### src/rtl/jk_counter_n_pkg.sv
// rtl/jk_counter_n_pkg.sv - mode encoding and clamp/wrap next-state function shared by counter-style blocks
package jk_counter_n_pkg;

  localparam int MAX_WIDTH = 16;
  localparam int CALC_W    = MAX_WIDTH + 1;

  typedef logic [CALC_W-1:0] calc_t;

  typedef enum logic [1:0] {
    MODE_HOLD = 2'b00,
    MODE_UP   = 2'b01,
    MODE_DOWN = 2'b10,
    MODE_LOAD = 2'b11
  } mode_e;

  // One extra bit of headroom so q+1 at the top of a full-range count never wraps silently.
  function automatic calc_t next_count(input calc_t q, input mode_e mode,
                                       input calc_t d, input calc_t modulo);
    calc_t last;
    last = modulo - calc_t'(1);
    case (mode)
      MODE_UP:   next_count = (q == last) ? '0 : q + calc_t'(1);
      MODE_DOWN: next_count = (q == '0) ? last : q - calc_t'(1);
      MODE_LOAD: next_count = (d < modulo) ? d : last;
      default:   next_count = q;
    endcase
  endfunction

endpackage

### src/rtl/jk_counter_n_jk_cell.sv
// rtl/jk_counter_n_jk_cell.sv - one-bit synchronous JK flip-flop, clr over pr over J/K
module jk_cell (
  input  logic clk,
  input  logic clr,
  input  logic pr,
  input  logic j,
  input  logic k,
  output logic q,
  output logic qn
);

  logic q_q;
  logic q_d;

  always_comb begin
    q_d = q_q;
    if (pr) begin
      q_d = 1'b1;
    end else begin
      case ({j, k})
        2'b01:   q_d = 1'b0;
        2'b10:   q_d = 1'b1;
        2'b11:   q_d = ~q_q;
        default: q_d = q_q;
      endcase
    end
  end

  always_ff @(posedge clk) begin
    if (clr) q_q <= 1'b0;
    else     q_q <= q_d;
  end

  assign q  = q_q;
  assign qn = ~q_q;

endmodule

### src/rtl/jk_counter_n.sv
// rtl/jk_counter_n.sv - modulo-N up/down/load counter built from a row of JK cells
import jk_counter_n_pkg::*;

module jk_counter_n #(
  parameter int WIDTH  = 4,
  parameter int MODULO = 16
) (
  input  logic             clk,
  input  logic             clr,
  input  logic             pr,
  input  logic             en,
  input  logic [1:0]       mode,
  input  logic [WIDTH-1:0] d,
  output logic [WIDTH-1:0] q,
  output logic [WIDTH-1:0] qn,
  output logic             tc
);

  if (WIDTH < 1 || WIDTH > MAX_WIDTH) begin : g_bad_width
    $error("jk_counter_n: WIDTH must be 1..16");
  end
  if (MODULO < 2 || MODULO > (1 << WIDTH)) begin : g_bad_modulo
    $error("jk_counter_n: MODULO must be 2..2**WIDTH");
  end

  localparam logic [WIDTH-1:0] Q_LAST = WIDTH'(MODULO - 1);

  logic [WIDTH-1:0] n;
  logic [WIDTH-1:0] j;
  logic [WIDTH-1:0] k;
  logic [WIDTH-1:0] cell_clr;
  logic [WIDTH-1:0] cell_pr;

  always_comb begin
    n = q;
    if (en) begin
      n = WIDTH'(next_count(calc_t'(q), mode_e'(mode), calc_t'(d), calc_t'(MODULO)));
    end
    j = n & ~q;
    k = ~n & q;
  end

  // Preset loads MODULO-1: its one-bits use the cell preset, its zero-bits the cell clear.
  always_comb begin
    cell_pr  = {WIDTH{pr}} & Q_LAST;
    cell_clr = {WIDTH{clr}} | ({WIDTH{pr}} & ~Q_LAST);
  end

  always_comb begin
    tc = 1'b0;
    if (en && !clr && !pr) begin
      tc = ((mode_e'(mode) == MODE_UP)   && (q == Q_LAST)) ||
           ((mode_e'(mode) == MODE_DOWN) && (q == '0));
    end
  end

  for (genvar i = 0; i < WIDTH; i++) begin : g_cell
    jk_cell u_cell (
      .clk (clk),
      .clr (cell_clr[i]),
      .pr  (cell_pr[i]),
      .j   (j[i]),
      .k   (k[i]),
      .q   (q[i]),
      .qn  (qn[i])
    );
  end

endmodule

### config.mk
export PLATFORM = sky130hd
export DESIGN_NAME = jk_counter_n
export DESIGN_NICKNAME = d
export VERILOG_FILES = /design/src/rtl/jk_counter_n_pkg.sv /design/src/rtl/jk_counter_n_jk_cell.sv /design/src/rtl/jk_counter_n.sv
export SDC_FILE = /design/constraint.sdc
export NUM_CORES = 1
export LEC_CHECK = 0
export ABC_AREA = 0
export BUFFER_PORTS_ARGS = -buffer_cell sky130_fd_sc_hd__buf_2
export CAP_MARGIN = 20
export CORE_AREA = 2 2 39 41
export CTS_CLUSTER_SIZE = 10
export DETAILED_ROUTE_END_ITERATION = 10
export DIE_AREA = 0 0 41 43
export GPL_TIMING_DRIVEN = 0
export PLACE_DENSITY_LB_ADDON = 0.25
export SLEW_MARGIN = 20
export SYNTH_ARGS = -nofsm -noshare
export SYNTH_HDL_FRONTEND = slang
export SYNTH_SLANG_ARGS = --single-unit
export TNS_END_PERCENT = 50
### constraint.sdc
create_clock -name clk -period 1.9 [get_ports clk]
set_input_delay 0.38 -clock clk [delete_from_list [all_inputs] [get_ports clk]]
set_output_delay 0.38 -clock clk [all_outputs]
set_load 0.02 [all_outputs]
==> results of run 1 <==
[repair_timing]
item / 4_1_cts / 5_1_grt
resized for setup: 7 / 0
setup buffers: 0 / 0
endpoints found under the hold margin: 0 / 0
endpoints found under the setup margin: 1 / 1
[cells in the final DEF, fill, tap and decap left out, types with 3 or more instances in the layout]
master	synthesis	final
inv_2	1	3
nand3_1	4	4
a31oi_1	3	3
inv_1	5	3
buf_4	8	8
clkbuf_4	0	3
buf_2	0	18
buf_6	3	3
nand2_1	5	5
[final timing paths]
path,startpoint,to,slack (ns),cells after the start
setup reg to reg,g_cell[0].u_cell.q,g_cell[1].u_cell.q,0.55,5
hold reg to reg,g_cell[1].u_cell.q,g_cell[1].u_cell.q,0.61,2
setup / recovery,g_cell[0].u_cell.q,tc,0.01,7
hold / removal,clr,g_cell[0].u_cell.q,0.39,2
[layer usage]
| layer | vias to the layer above | part of all wire | GRT usage |
|---|---|---|---|
| li1 | 268 | - | - |
| met1 | 233 | 0.48 | 0.199 |
| met2 | 14 | 0.48 | 0.234 |
| met3 | 0 | 0.035 | 0.0471 |
| met4 | 0 | 0 | 0 |
| met5 | - | 0 | 0 |
[kinds of logic after synthesis]
logic type | count (synthesis) | synth area share
AO/OA/AOI/OAI | 17 | 0.249
multiplexers | 1 | 0.0215
XOR/XNOR | 1 | 0.0167
buffers and inverters | 17 | 0.222
AND/OR/NAND/NOR | 21 | 0.289
flip-flops | 4 | 0.153
adder cells (fa/ha/maj) | 2 | 0.0478
[per-stage QoR]
step,std cells,setup TNS [ns],util
6_report,100,0,0.488
5_1_grt,100,-0.111,0.488
4_1_cts,100,-0.0129,0.488
3_5_place_dp,97,0,0.458
3_3_place_gp,97,0,0.458
2_1_floorplan,63,0,-
[where the power goes]
part	leakage (nW)	switching, mW	internal, mW
sequential	0.0339	0.0137	0.0932
clock	0.0138	0.0320	0.0705
combinational	0.258	0.0825	0.0799
total	0.306	0.128	0.244
[cell type report]
type	instances	area (µm²)	area share
Clock buffer	3	22.5	0.0333
Buffer	11	93.8	0.139
Multi-Input combinational cell	42	344	0.509
Timing Repair Buffer	18	90.1	0.133
Tap cell	16	20.0	0.0296
Inverter	6	22.5	0.0333
Sequential cell	4	82.6	0.122
==> qor.csv, run 1 <==
metric,value,unit
status,completed,
arrival,1.51,ns
place_area,633,µm²
yosysMostFrequentCell,buf_4,
grt_pass1_vias,453,
maxCapViolCount,0,
maxSlewViolCount,0,
initial_core_util,0.378,
synth_top_area_share,0.153,
critPathRequiredTime,1.52,ns
nFillCells,135,
ys.flop_type,dfxtp_1,
grt_first_pass_wirelength,1840,µm
hold_viol,0,
core,0.00138,mm²
clk_pin_slew,0.04,ns
ant_nets,0,
slowest_stage,dfxtp_2,
antenna_found_initial,0,
crit_path_cell_trace,"inv_2, ha_4, nand3b_4, nor3_2, a41oi_1, nor4b_2, buf_2",
tightestPinTransition,0.339,ns
setup_viol,0,
cts-buffers-inserted,3,
fin_skew,0.00296,ns
yosysUniqueCellTypes,32,
grt_max_degree,11,
via_per_inst,5.15,
max_freq,530,MHz
cpPeakStageDelay,0.34,ns
yosys.area.top_type,dfxtp_1,
io_pins,19,
hpwl,891,µm
place.gp.congestion,0.826,
dr.pass1.iters,4,
synth_common_cells,"8 x buf_4, 5 x inv_1, 5 x nand2_1",
power,0.372,mW
synth_edf_count,0,
die_area,0.00176,mm²
syn_nets,75,
ys_warn_count,0,
ys_ff_latch,4,
overflow,0,
cp-start-kind,register,
ir_drop,488,µV
path_buf_inv,2,
fin_area,676,µm²
worstSkewPairLatency,0.23,ns
clockRootBuffer,clkbuf_4,
largest_reg_flops,4,
cts_tree,yes,
relSlewSlack,0.774,
rsz0062_at_grt,true,
drive_above_1_share,0.548,
holdWs,0.393,ns
power_density,550,mW/mm²
area_growth_syn_to_layout,29.2,%
wl,1160,µm
hp-class,in2reg,
clockBufferDepth,2,
rows,14,
diodes,0,
die_y,43,µm
fp.dieW,41,µm
drt-initial-drc-count,12,
layout_setup_ws,0.0133,ns
pre_cts_ws,0.0845,ns
critPathTopFamily,simple AND/OR/NAND/NOR gates,
path_max_fanout,7,
nNetsFinal,98,
syn_area_per_cell,8.30,µm²
power_leakage,0.306,nW
critical_path_class,reg2out,
synthArstFlopShare,0,
ys_top_cells_by_area,"dfxtp_1 15%, buf_4 11%, buf_6 6.5%",
fin_crit_sh,0.993,
ys_seq_area_frac,0.153,
avgRoutedWirePerCell,11.6,µm
mappedNetlistArea,523,µm²
drc_errors,0,
period_needed,1.89,ns
vias,515,
gr-usage-all-layers,0.147,
io_buffers,18,
htreeDepth,1,
synthCells,63,
cts.sinks,4,
setup.worst_path.end_class,output pin,
ctsHoldBuffers,0,
Power figures use the tool's default switching activity.
==> run 2: changes to the inputs <==
--- a/config.mk
+++ b/config.mk
@@ -9,11 +9,13 @@
 export BUFFER_PORTS_ARGS = -buffer_cell sky130_fd_sc_hd__buf_2
 export CAP_MARGIN = 20
 export CORE_AREA = 2 2 39 41
+export CTS_BUF_LIST = sky130_fd_sc_hd__clkbuf_4 sky130_fd_sc_hd__clkbuf_8
 export CTS_CLUSTER_SIZE = 10
 export DETAILED_ROUTE_END_ITERATION = 10
 export DIE_AREA = 0 0 41 43
 export GPL_TIMING_DRIVEN = 0
 export PLACE_DENSITY_LB_ADDON = 0.25
+export SETUP_SLACK_MARGIN = 0.5
 export SLEW_MARGIN = 20
 export SYNTH_ARGS = -nofsm -noshare
 export SYNTH_HDL_FRONTEND = slang
==> qor.csv, run 2 (synthesized netlist as in run 1, its figures left out) <==
metric,value,unit
ir_drop,180,µV
tns,0,ns
tightestPinTransition,0.410,ns
vias,558,
hold_viol,0,
period_needed,1.87,ns
antenna_found_initial,0,
via_per_inst,5.21,
drt-initial-drc-count,9,
path_max_fanout,5,
htreeDepth,1,
area_growth_syn_to_layout,52.4,%
dr.pass1.iters,4,
power_leakage,0.359,nW
arrival,1.49,ns
crit_path_cell_trace,"inv_4, ha_4, nand3b_4, nor3_4, a41oi_2, nor4b_4, buf_4",
fin_area,797,µm²
largest_reg_flops,4,
clockBufferDepth,2,
cts-buffers-inserted,3,
worstSkewPairLatency,0.24,ns
fin_crit_sh,0.985,
place_area,661,µm²
fin_skew,0.00206,ns
maxSlewViolCount,0,
clockRootBuffer,clkbuf_4,
die_area,0.00176,mm²
relSlewSlack,0.723,
place_inst,97,
seq_area,92.6,µm²
grt_pass1_vias,493,
io_buffers,18,
layout_commonest_cell,buf_4,
die_y,43,µm
layout_setup_ws,0.0290,ns
hpwl,932,µm
pre_cts_ws,0.0173,ns
slowest_stage,dfxtp_4,
cpPeakStageDelay,0.36,ns
cp-start-kind,register,
initial_core_util,0.378,
wl,1290,µm
drc_errors,0,
avgRoutedWirePerCell,12.0,µm
ant_nets,0,
multi_input_area,367,µm²
grt_max_degree,11,
clk_pin_slew,0.04,ns
status,completed,
setup_viol,0,
max_freq,534,MHz
cts_tree,yes,
hp-class,in2reg,
cts.sinks,4,
nFillCells,123,
ctsHoldBuffers,0,
final_cells,107,
nNetsFinal,105,
maxCapViolCount,0,
power_density,525,mW/mm²
power,0.418,mW
setup.worst_path.end_class,output pin,
critPathRequiredTime,1.52,ns
gr-usage-all-layers,0.172,
core,0.00138,mm²
fp.dieW,41,µm
rsz0062_at_grt,true,
final_cell_mix,"15 x buf_4, 13 x buf_2, 8 x buf_6, 5 x nand2_1, 4 x nand3_1",
rows,14,
r2r_slack,0.54,ns
diodes,0,
io_pins,19,
critical_path_class,reg2out,
drive_above_1_share,0.615,
overflow,0,
place.gp.congestion,0.844,
grt_first_pass_wirelength,2100,µm
==> run 2: worst paths after layout <==
kind	start	endpoint	depth (start not counted)
min reg2reg	g_cell[2].u_cell.q	g_cell[2].u_cell.q	1
min	clr	g_cell[3].u_cell.q	2
max reg2reg	g_cell[1].u_cell.q	g_cell[0].u_cell.q	6
max	g_cell[1].u_cell.q	tc	7
==> run 2: final cells by class <==
type	instances	share of cell area
Inverter	6	0.0345
Timing Repair Buffer	25	0.214
Buffer	11	0.122
Sequential cell	4	0.116
Multi-Input combinational cell	42	0.460
Tap cell	16	0.0251
Clock buffer	3	0.0283
==> run 2: what timing repair did <==
action                     CTS  global route
setup buffers                3             4
pin swaps                    1             0
gates resized for setup     10            10
setup endpoints to repair    6             6
==> run 2: where the power goes <==
part           leakage (nW)  switching, mW  total [mW]  internal (mW)
sequential           0.0352         0.0149       0.108         0.0930
combinational         0.310         0.0937       0.201          0.107
clock                0.0138         0.0388       0.110         0.0709
==> run 2: per-stage QoR <==
step | hold slack (ns) | utilization
6_report | 0.395 | 0.576
5_1_grt | 0.411 | 0.576
4_1_cts | 0.405 | 0.533
3_5_place_dp | 0.642 | 0.477
3_3_place_gp | 0.634 | 0.477
2_1_floorplan | 0.442 | -
==> run 2: routing by layer <==
metal | vias up | global-route usage | part of all wire
li1 | 282 | - | -
met1 | 254 | 0.234 | 0.44
met2 | 19 | 0.250 | 0.50
met3 | 3 | 0.0314 | 0.043
met4 | 0 | 0.0800 | 0.019
met5 | - | 0 | 0
==> run 2: critical path: cells and delay by family (launching register included) <==
family	cells	cell delay (ns)
and+or+nand+nor	3	0.43
buffers and inverters	2	0.24
AOI/OAI and AO/OA	1	0.07
adders and majority gates	1	0.14
DFF	1	0.36
